--- src/rtl/alu_arbiter.sv ---
// alu_arbiter: round-robin arbiter that shares one registered MIPS ALU among
// NREQ requesters. It picks one request per cycle, drives the ALU inputs,
// and tracks each issued operation so the ALU result comes back tagged with
// the ID of the requester that owns it.
module alu_arbiter #(
    parameter int NREQ    = 4,
    parameter int ID_W    = $clog2(NREQ),
    parameter int ALU_LAT = 1
) (
    input  logic                 clk,
    input  logic                 rst_n,
    input  logic [NREQ-1:0]      req_valid_i,
    output logic [NREQ-1:0]      req_ready_o,
    input  logic [4*NREQ-1:0]    req_op_i,
    input  logic [32*NREQ-1:0]   req_a_i,
    input  logic [32*NREQ-1:0]   req_b_i,
    output logic [3:0]           alu_control_o,
    output logic [31:0]          alu_in_0_o,
    output logic [31:0]          alu_in_1_o,
    input  logic [31:0]          alu_out_i,
    input  logic                 zero_flag_i,
    output logic                 rsp_valid_o,
    output logic [ID_W-1:0]      rsp_id_o,
    output logic [31:0]          rsp_data_o,
    output logic                 rsp_zero_o
);

    // Opcode the ALU treats as "no operation": it produces a result of 0.
    localparam logic [3:0] ALU_IDLE_OP = 4'b1111;

    // Requester index base+off, wrapping from NREQ-1 back to 0.
    function automatic logic [ID_W-1:0] wrap_idx(input logic [ID_W-1:0] base,
                                                 input int              off);
        int sum;
        sum = int'(base) + off;
        if (sum >= NREQ) begin
            sum = sum - NREQ;
        end else begin
            sum = sum;
        end
        return ID_W'(sum);
    endfunction

    logic                          found_s;
    logic [ID_W-1:0]               winner_s;
    logic [ID_W-1:0]               cand_s;
    logic                          issue_s;
    logic [ID_W-1:0]               ptr_q;
    logic [ID_W-1:0]               ptr_d;
    logic [ALU_LAT-1:0]            vld_q;
    logic [ALU_LAT-1:0]            vld_d;
    logic [ALU_LAT-1:0][ID_W-1:0]  id_q;
    logic [ALU_LAT-1:0][ID_W-1:0]  id_d;

    // Round-robin search: first valid requester at or after ptr, wrapping.
    always_comb begin
        found_s  = 1'b0;
        winner_s = '0;
        cand_s   = '0;
        for (int k = 0; k < NREQ; k++) begin
            cand_s = wrap_idx(ptr_q, k);
            if (!found_s && req_valid_i[cand_s]) begin
                found_s  = 1'b1;
                winner_s = cand_s;
            end else begin
                found_s  = found_s;
            end
        end
    end

    // Nothing may issue while reset is held, so the grant is masked by rst_n.
    assign issue_s = found_s & rst_n;

    // Grant and ALU drive: winner's fields on issue, ALU idle values otherwise.
    always_comb begin
        req_ready_o   = '0;
        alu_control_o = ALU_IDLE_OP;
        alu_in_0_o    = 32'd0;
        alu_in_1_o    = 32'd0;
        if (issue_s) begin
            req_ready_o[winner_s] = 1'b1;
            alu_control_o         = req_op_i[int'(winner_s)*4 +: 4];
            alu_in_0_o            = req_a_i[int'(winner_s)*32 +: 32];
            alu_in_1_o            = req_b_i[int'(winner_s)*32 +: 32];
        end else begin
            req_ready_o = '0;
        end
    end

    // Next pointer: one past the winner on issue, otherwise unchanged.
    always_comb begin
        ptr_d = ptr_q;
        if (issue_s) begin
            ptr_d = wrap_idx(winner_s, 1);
        end else begin
            ptr_d = ptr_q;
        end
    end

    // Tracking pipeline mirrors the ALU latency; id is zeroed on bubbles so
    // rsp_id reads 0 whenever no response is due.
    always_comb begin
        vld_d    = vld_q;
        id_d     = id_q;
        vld_d[0] = issue_s;
        if (issue_s) begin
            id_d[0] = winner_s;
        end else begin
            id_d[0] = '0;
        end
        for (int s = 1; s < ALU_LAT; s++) begin
            vld_d[s] = vld_q[s-1];
            id_d[s]  = id_q[s-1];
        end
    end

    // State registers with synchronous active-low reset; reset drops all
    // in-flight operations and restarts the search at requester 0.
    always_ff @(posedge clk) begin
        if (!rst_n) begin
            ptr_q <= '0;
            vld_q <= '0;
            id_q  <= '0;
        end else begin
            ptr_q <= ptr_d;
            vld_q <= vld_d;
            id_q  <= id_d;
        end
    end

    assign rsp_valid_o = vld_q[ALU_LAT-1];
    assign rsp_id_o    = id_q[ALU_LAT-1];
    // The ALU shares rst_n, so these read 0 after reset and on idle cycles.
    assign rsp_data_o  = alu_out_i;
    assign rsp_zero_o  = zero_flag_i;

endmodule

--- config.mk ---
export PLATFORM = sky130hd
export DESIGN_NAME = alu_arbiter
export DESIGN_NICKNAME = d
export VERILOG_FILES = /design/src/rtl/alu_arbiter.sv
export SDC_FILE = /design/constraint.sdc
export NUM_CORES = 1
export LEC_CHECK = 0
export ABC_AREA = 0
export BUFFER_PORTS_ARGS = -buffer_cell sky130_fd_sc_hd__buf_4
export CORE_AREA = 3 3 162 164
export CTS_CLUSTER_DIAMETER = 30
export DETAILED_ROUTE_END_ITERATION = 10
export DIE_AREA = 0 0 165 167
export GPL_TIMING_DRIVEN = 0
export MAX_ROUTING_LAYER = met4
export RECOVER_POWER = 25
export SYNTH_ARGS = -nofsm -noshare
export SYNTH_HDL_FRONTEND = slang
export SYNTH_SLANG_ARGS = --single-unit
--- constraint.sdc ---
create_clock -name clk -period 4.6 [get_ports clk]
set_input_delay 0.92 -clock clk [delete_from_list [all_inputs] [get_ports clk]]
set_output_delay 0.92 -clock clk [all_outputs]
set_load 0.005 [all_outputs]
-- After elaboration in Yosys (flattened, before gate mapping)
Cells that the tools add are included.
- bits in registers: 5
- logic and storage cells: 62
- bits of input ports: 311
- $lt $le $gt $ge: 11
- muxes and demuxes: 27
- shift operators: 3
- add/sub/neg operators: 9
- reduce and logical (&&, ||, !) cells: 8
- bitwise gates (word level): 1
- operators with widths (cell ; number):
    128-bit by 8-bit variable part select with 32-bit output ; 2
    32-bit 2-to-1 mux ; 2
    2-bit 2-to-1 mux ; 9
    16-bit by 5-bit variable part select with 4-bit output ; 1
    2-bit by 3-bit < comparator with 1-bit output (second input constant) ; 5
    3-bit >= comparator (second input constant) ; 4
    2-bit by 1-bit subtractor with 2-bit output (second input constant) ; 5
    1-bit 2-to-1 mux ; 9
    1-bit binary-select mux with 2-bit select ; 4
    4-bit 2-to-1 mux ; 2
    2-bit by 1-bit adder with 3-bit output (second input constant) ; 2
    2-bit by 2-bit adder with 3-bit output (second input constant) ; 2
    1-bit logical AND ; 4
    2-bit by 3-bit >= comparator with 1-bit output (second input constant) ; 1
    1-bit logical NOT ; 3
    1-bit demux with 2-bit select ; 1
    2-bit by 1-bit >= comparator with 1-bit output (second input constant) ; 1
    2-bit AND reduction ; 1
    1-bit AND ; 1

-- Logic depth before layout (Yosys ltp)
- word-level depth: 19
- mapped depth: 8
- mapped depth without buffers: 5

-- Least setup slack after synthesis
OpenSTA, ideal clock, no wires.
- kind: input to output
- start: in req_valid_i[3]
- end: out alu_in_0_o[0]
- buffers on the path: 3
- data arrival time: 2177 ps
- slack: 1503 ps
- stages: 6
- cells stage by stage: buf_2 -> or4_4 -> nand2_1 -> buf_4 -> clkbuf_1 -> a21oi_1
- word-level cells in the longest chain between the ends: 14
- elaborated cells between the ends (all ways): 25
- those cells by class: shift (1); mux (17); bitwise (1); reduce/logical (6)
- RTL lines (what ; RTL line ; RTL):
    start: declaration ; 12 ; input logic [NREQ-1:0] req_valid_i,
    1-bit binary-select mux with 2-bit select ; 62 ; if (!found_s && req_valid_i[cand_s]) begin
    1-bit 2-to-1 mux (not written as such) ; 62 ;
    1-bit 2-to-1 mux ; 62 ;
    1-bit logical NOT ; 62 ;
    1-bit logical AND ; 62 ;
    1-bit 2-to-1 mux ; 62 ;
    1-bit logical NOT ; 62 ;
    1-bit logical AND ; 62 ;
    1-bit 2-to-1 mux ; 62 ;
    1-bit logical NOT ; 62 ;
    1-bit logical AND ; 62 ;
    2-bit 2-to-1 mux / 1-bit 2-to-1 mux (equally long branches) ; 62 ;
    128-bit by 8-bit variable part select with 32-bit output / 1-bit AND (equally long branches) ; 83, 72 ;
    32-bit 2-to-1 mux (*) ; 80 ; if (issue_s) begin
    end: declaration ; 18 ; output logic [31:0] alu_in_0_o,
Mark *: on every way between the ends. The rest lies on a longest branch, timed or not. The select of a mux whose other input is x is not followed.

-- Final worst setup path
- start: in req_valid_i[2]
- end: out alu_control_o[0]
- word-level cells in the longest chain between the ends: 14
- elaborated cells between the ends (all ways): 25
- those cells by class: shift (1); mux (17); bitwise (1); reduce/logical (6)
- RTL lines (what ; RTL line ; RTL):
    1-bit binary-select mux with 2-bit select ; 62 ;
    1-bit 2-to-1 mux (not written as such) ; 62 ;
    1-bit 2-to-1 mux ; 62 ;
    1-bit logical NOT ; 62 ;
    1-bit logical AND ; 62 ;
    1-bit 2-to-1 mux ; 62 ;
    1-bit logical NOT ; 62 ;
    1-bit logical AND ; 62 ;
    1-bit 2-to-1 mux ; 62 ;
    1-bit logical NOT ; 62 ;
    1-bit logical AND ; 62 ;
    2-bit 2-to-1 mux / 1-bit 2-to-1 mux (equally long branches) ; 62 ;
    16-bit by 5-bit variable part select with 4-bit output / 1-bit AND (equally long branches) ; 82, 72 ;
    4-bit 2-to-1 mux (*) ; 80 ;
    end: declaration ; 17 ; output logic [3:0] alu_control_o,
Marks and branches as above.

==> qor.yml <==
run_status:
  outcome: "complete, no violations"
sta:
  whs_ns: 0.6767
  max_freq_mhz: 242.7
  setup_violations: 0
  max-slew-margin-rel: 0.3575
  final-hold-violation-count: 0
  worst_slack_ns: 0.4798
  final.period_utilization: 0.8957
  tightest_slew_ns: 0.9580
  grt_setup_unrepaired: "false"
  finClkSkew_ns: 0.002874
  finalSetupTns_ns: 0
  slew_viol_final: 0
  final.min_clock_period_ns: 4.120
worst_setup_path:
  reg2reg_depth: 5
  slowest_delay_ns: 0.78
  worstSetupPathType: "in -> out"
  start_kind: "input pin"
  crit_fanout: 10
  critical_path.startpoint: "req_valid_i[2]"
  cpMostUsedCell: "buf_4"
  crit_end: "alu_control_o[0]"
  crit_path_end_kind: "primary output"
  cp.required_ns: 3.68
  r2r_slack_ns: 2.30
  path_cells: "buf_4 -> nor2b_1 -> a21boi_1 -> o31ai_2 -> buf_2 -> nor2_1 -> a22oi_1 -> buf_4"
  r2r-start: "ptr_q[0]$_SDFFE_PN0P_"
  crit_slowest_cell: "o31ai_2"
  reg2reg_to: "ptr_q[1]$_SDFFE_PN0P_"
  arrival_ns: 3.20
floorplan:
  start_util: 0.08756
  rows: 58
  fp.dieH_um: 167
  core-area_mm2: 0.02504
  die_w_um: 165
  dieArea_mm2: 0.02756
  io_pins: 419
synthesis:
  synth_area_leader_cell: "a222oi_1"
  ys.flop_type: "dfxtp_1"
  yosysWarnings: 0
  ys_types: 28
  ys_seq_elements: 5
  synth_edf_count: 0
  synthArstFlopShare: 0
  synthesis.area_mm2: 0.002192
  syn-num-nets: 638
  seq_area_frac_synth: 0.04566
  synthCells: 327
  yosys-top-cells-area: "a222oi_1 29%, a21oi_1 15%, nand3_1 15%, buf_4 12%, buf_2 6.8%"
  synthDominantCellAreaShare: 0.2922
  avgSynthCellArea_um2: 6.704
  yosysMostFrequentCell: "a21oi_1"
  synth_top_cells_by_count: "66 x a21oi_1, 65 x nand3_1, 64 x a222oi_1, 34 x buf_4, 30 x buf_2"
routing:
  wl_per_cell_um: 18.07
  dr.pass1.iters: 7
  drtAntennaViolNets: 0
  wl_um: 18880
  vias: 4558
  drtIter0Drc: 457
  avgViaCountPerCell: 4.362
  drc: 0
place:
  portBuffers: 384
  place_hpwl_um: 15620
  place_worst_setup_slack_ns: 0.3457
  gp_congestion: 0.8723
global_routing:
  grt_usage: 0.1221
  gr-total-overflow: 0
  grt_max_degree: 11
  antenna_found_initial: 0
  grt_pass1_wl_um: 25380
  grt_pass1_vias: 4296
hold_path:
  hold_start: "ptr_q[0]$_SDFFE_PN0P_"
  worstHoldPathType: "reg -> reg"
pwr:
  powerDensity_mw_per_mm2: 178.0
  vdd_drop_max_v: 0.0001100
  power_uw: 987.0
  power_leakage_uw: 0.002742
clock_network:
  insertion_delay_ns: 0.22
  postCtsSetupBuffers: 0
  clock-sinks: 5
  cts.htree.levels: 1
  cts_tree: "built"
  post_cts_resize_count: 0
  hold_buffers: 0
  cts_root_buffer: "clkbuf_16"
  clkTransAtPathRegs_ns: 0.03
  cts_max_path_buffers: 2
  cts_buffers: 3
final_layout:
  utilization: 0.2214
  layout-drive-gt1-share: 0.6294
  diodes: 0
  syn2layout_area_growth_pct: 152.9
  fin_nets: 1027
run:
  cap_viol_max_count: 0
## how the worst min path moves through the flow
| stage | cells past startpoint | slack (ns) | endpoint |
|---|---|---|---|
| 4_1_cts | 1 | 0.67 | ptr_q[0]$_SDFFE_PN0P_ |
| 3_3_place_gp | 1 | 0.66 | ptr_q[0]$_SDFFE_PN0P_ |
| 6_report | 1 | 0.68 | ptr_q[0]$_SDFFE_PN0P_ |
| 5_1_grt | 1 | 0.69 | ptr_q[0]$_SDFFE_PN0P_ |
| 3_5_place_dp | 1 | 0.67 | ptr_q[0]$_SDFFE_PN0P_ |
| 2_1_floorplan | 1 | 0.59 | ptr_q[0]$_SDFFE_PN0P_ |
## critical path: cells and delay by family
family                 cells  cell delay [ns]
and+or+nand+nor            2             0.32
AOI/OAI and AO/OA          3             1.17
buffers and inverters      3             0.80
## registers in the layout, indices dropped and copies added (netlist names)
| signal | flops |
|---|---|
| ptr_q | 2 |
| rsp_valid_o | 1 |
| rsp_id_o | 2 |
## cell families after synthesis
kind of cell           after synthesis  share of synthesized area
DFF                                  5                    0.04566
AOI/OAI and AO/OA                  147                     0.5040
buffers and inverters               81                     0.2140
and+or+nand+nor                     86                     0.1998
muxes                                8                    0.03653
## per-stage QoR
step / cell area (um2) / cells
after global placement: 5488 / 1041
after floorplan: 2192 / 327
after detailed placement: 5488 / 1041
final: 5544 / 1045
after global routing: 5544 / 1045
after CTS: 5567 / 1045
## power by group
group / internal, uW / leakage [uW] / switching (uW)
Sequential: 48.8 / 0.0000418 / 3.39
Combinational: 418 / 0.00266 / 376
Clock: 115 / 0.0000382 / 25.7
Total: 582 / 0.00274 / 405
## cells in the final DEF, fill, tap and decap left out, types with 2 or more instances in the layout
master     instances
a222oi_1          64
nand2_1            2
clkbuf_1          20
a21oi_1           66
dfxtp_1            5
o211a_1            3
mux2i_1            8
o21ai_1            2
o21ai_0            2
a22oi_1            4
clkbuf_16          3
nor2b_1            4
buf_2             30
clkbuf_4          22
inv_1              2
buf_4            391
and3_1             2
and2_1             2
nand3_1           65
nor2_1             8
## area by class of cell
type / instances / area (um2)
plain buffers: 78 / 457.9
clock buffers: 4 / 78.83
fillers: 2844 / 19490
inverters: 3 / 11.26
multi-input cells: 241 / 1619
flip-flops and latches: 5 / 100.1
well taps: 330 / 412.9
repair buffers: 384 / 2864
## metal layers
layer	up-vias	global-route usage	share of wire
met1	2136	0.1438	0.38
li1	2111	-	-
met2	309	0.2296	0.53
met5	-	-	0
met4	0	0.005106	0.0014
met3	2	0.01592	0.092
No activity file was read; power rests on OpenSTA's default activity.
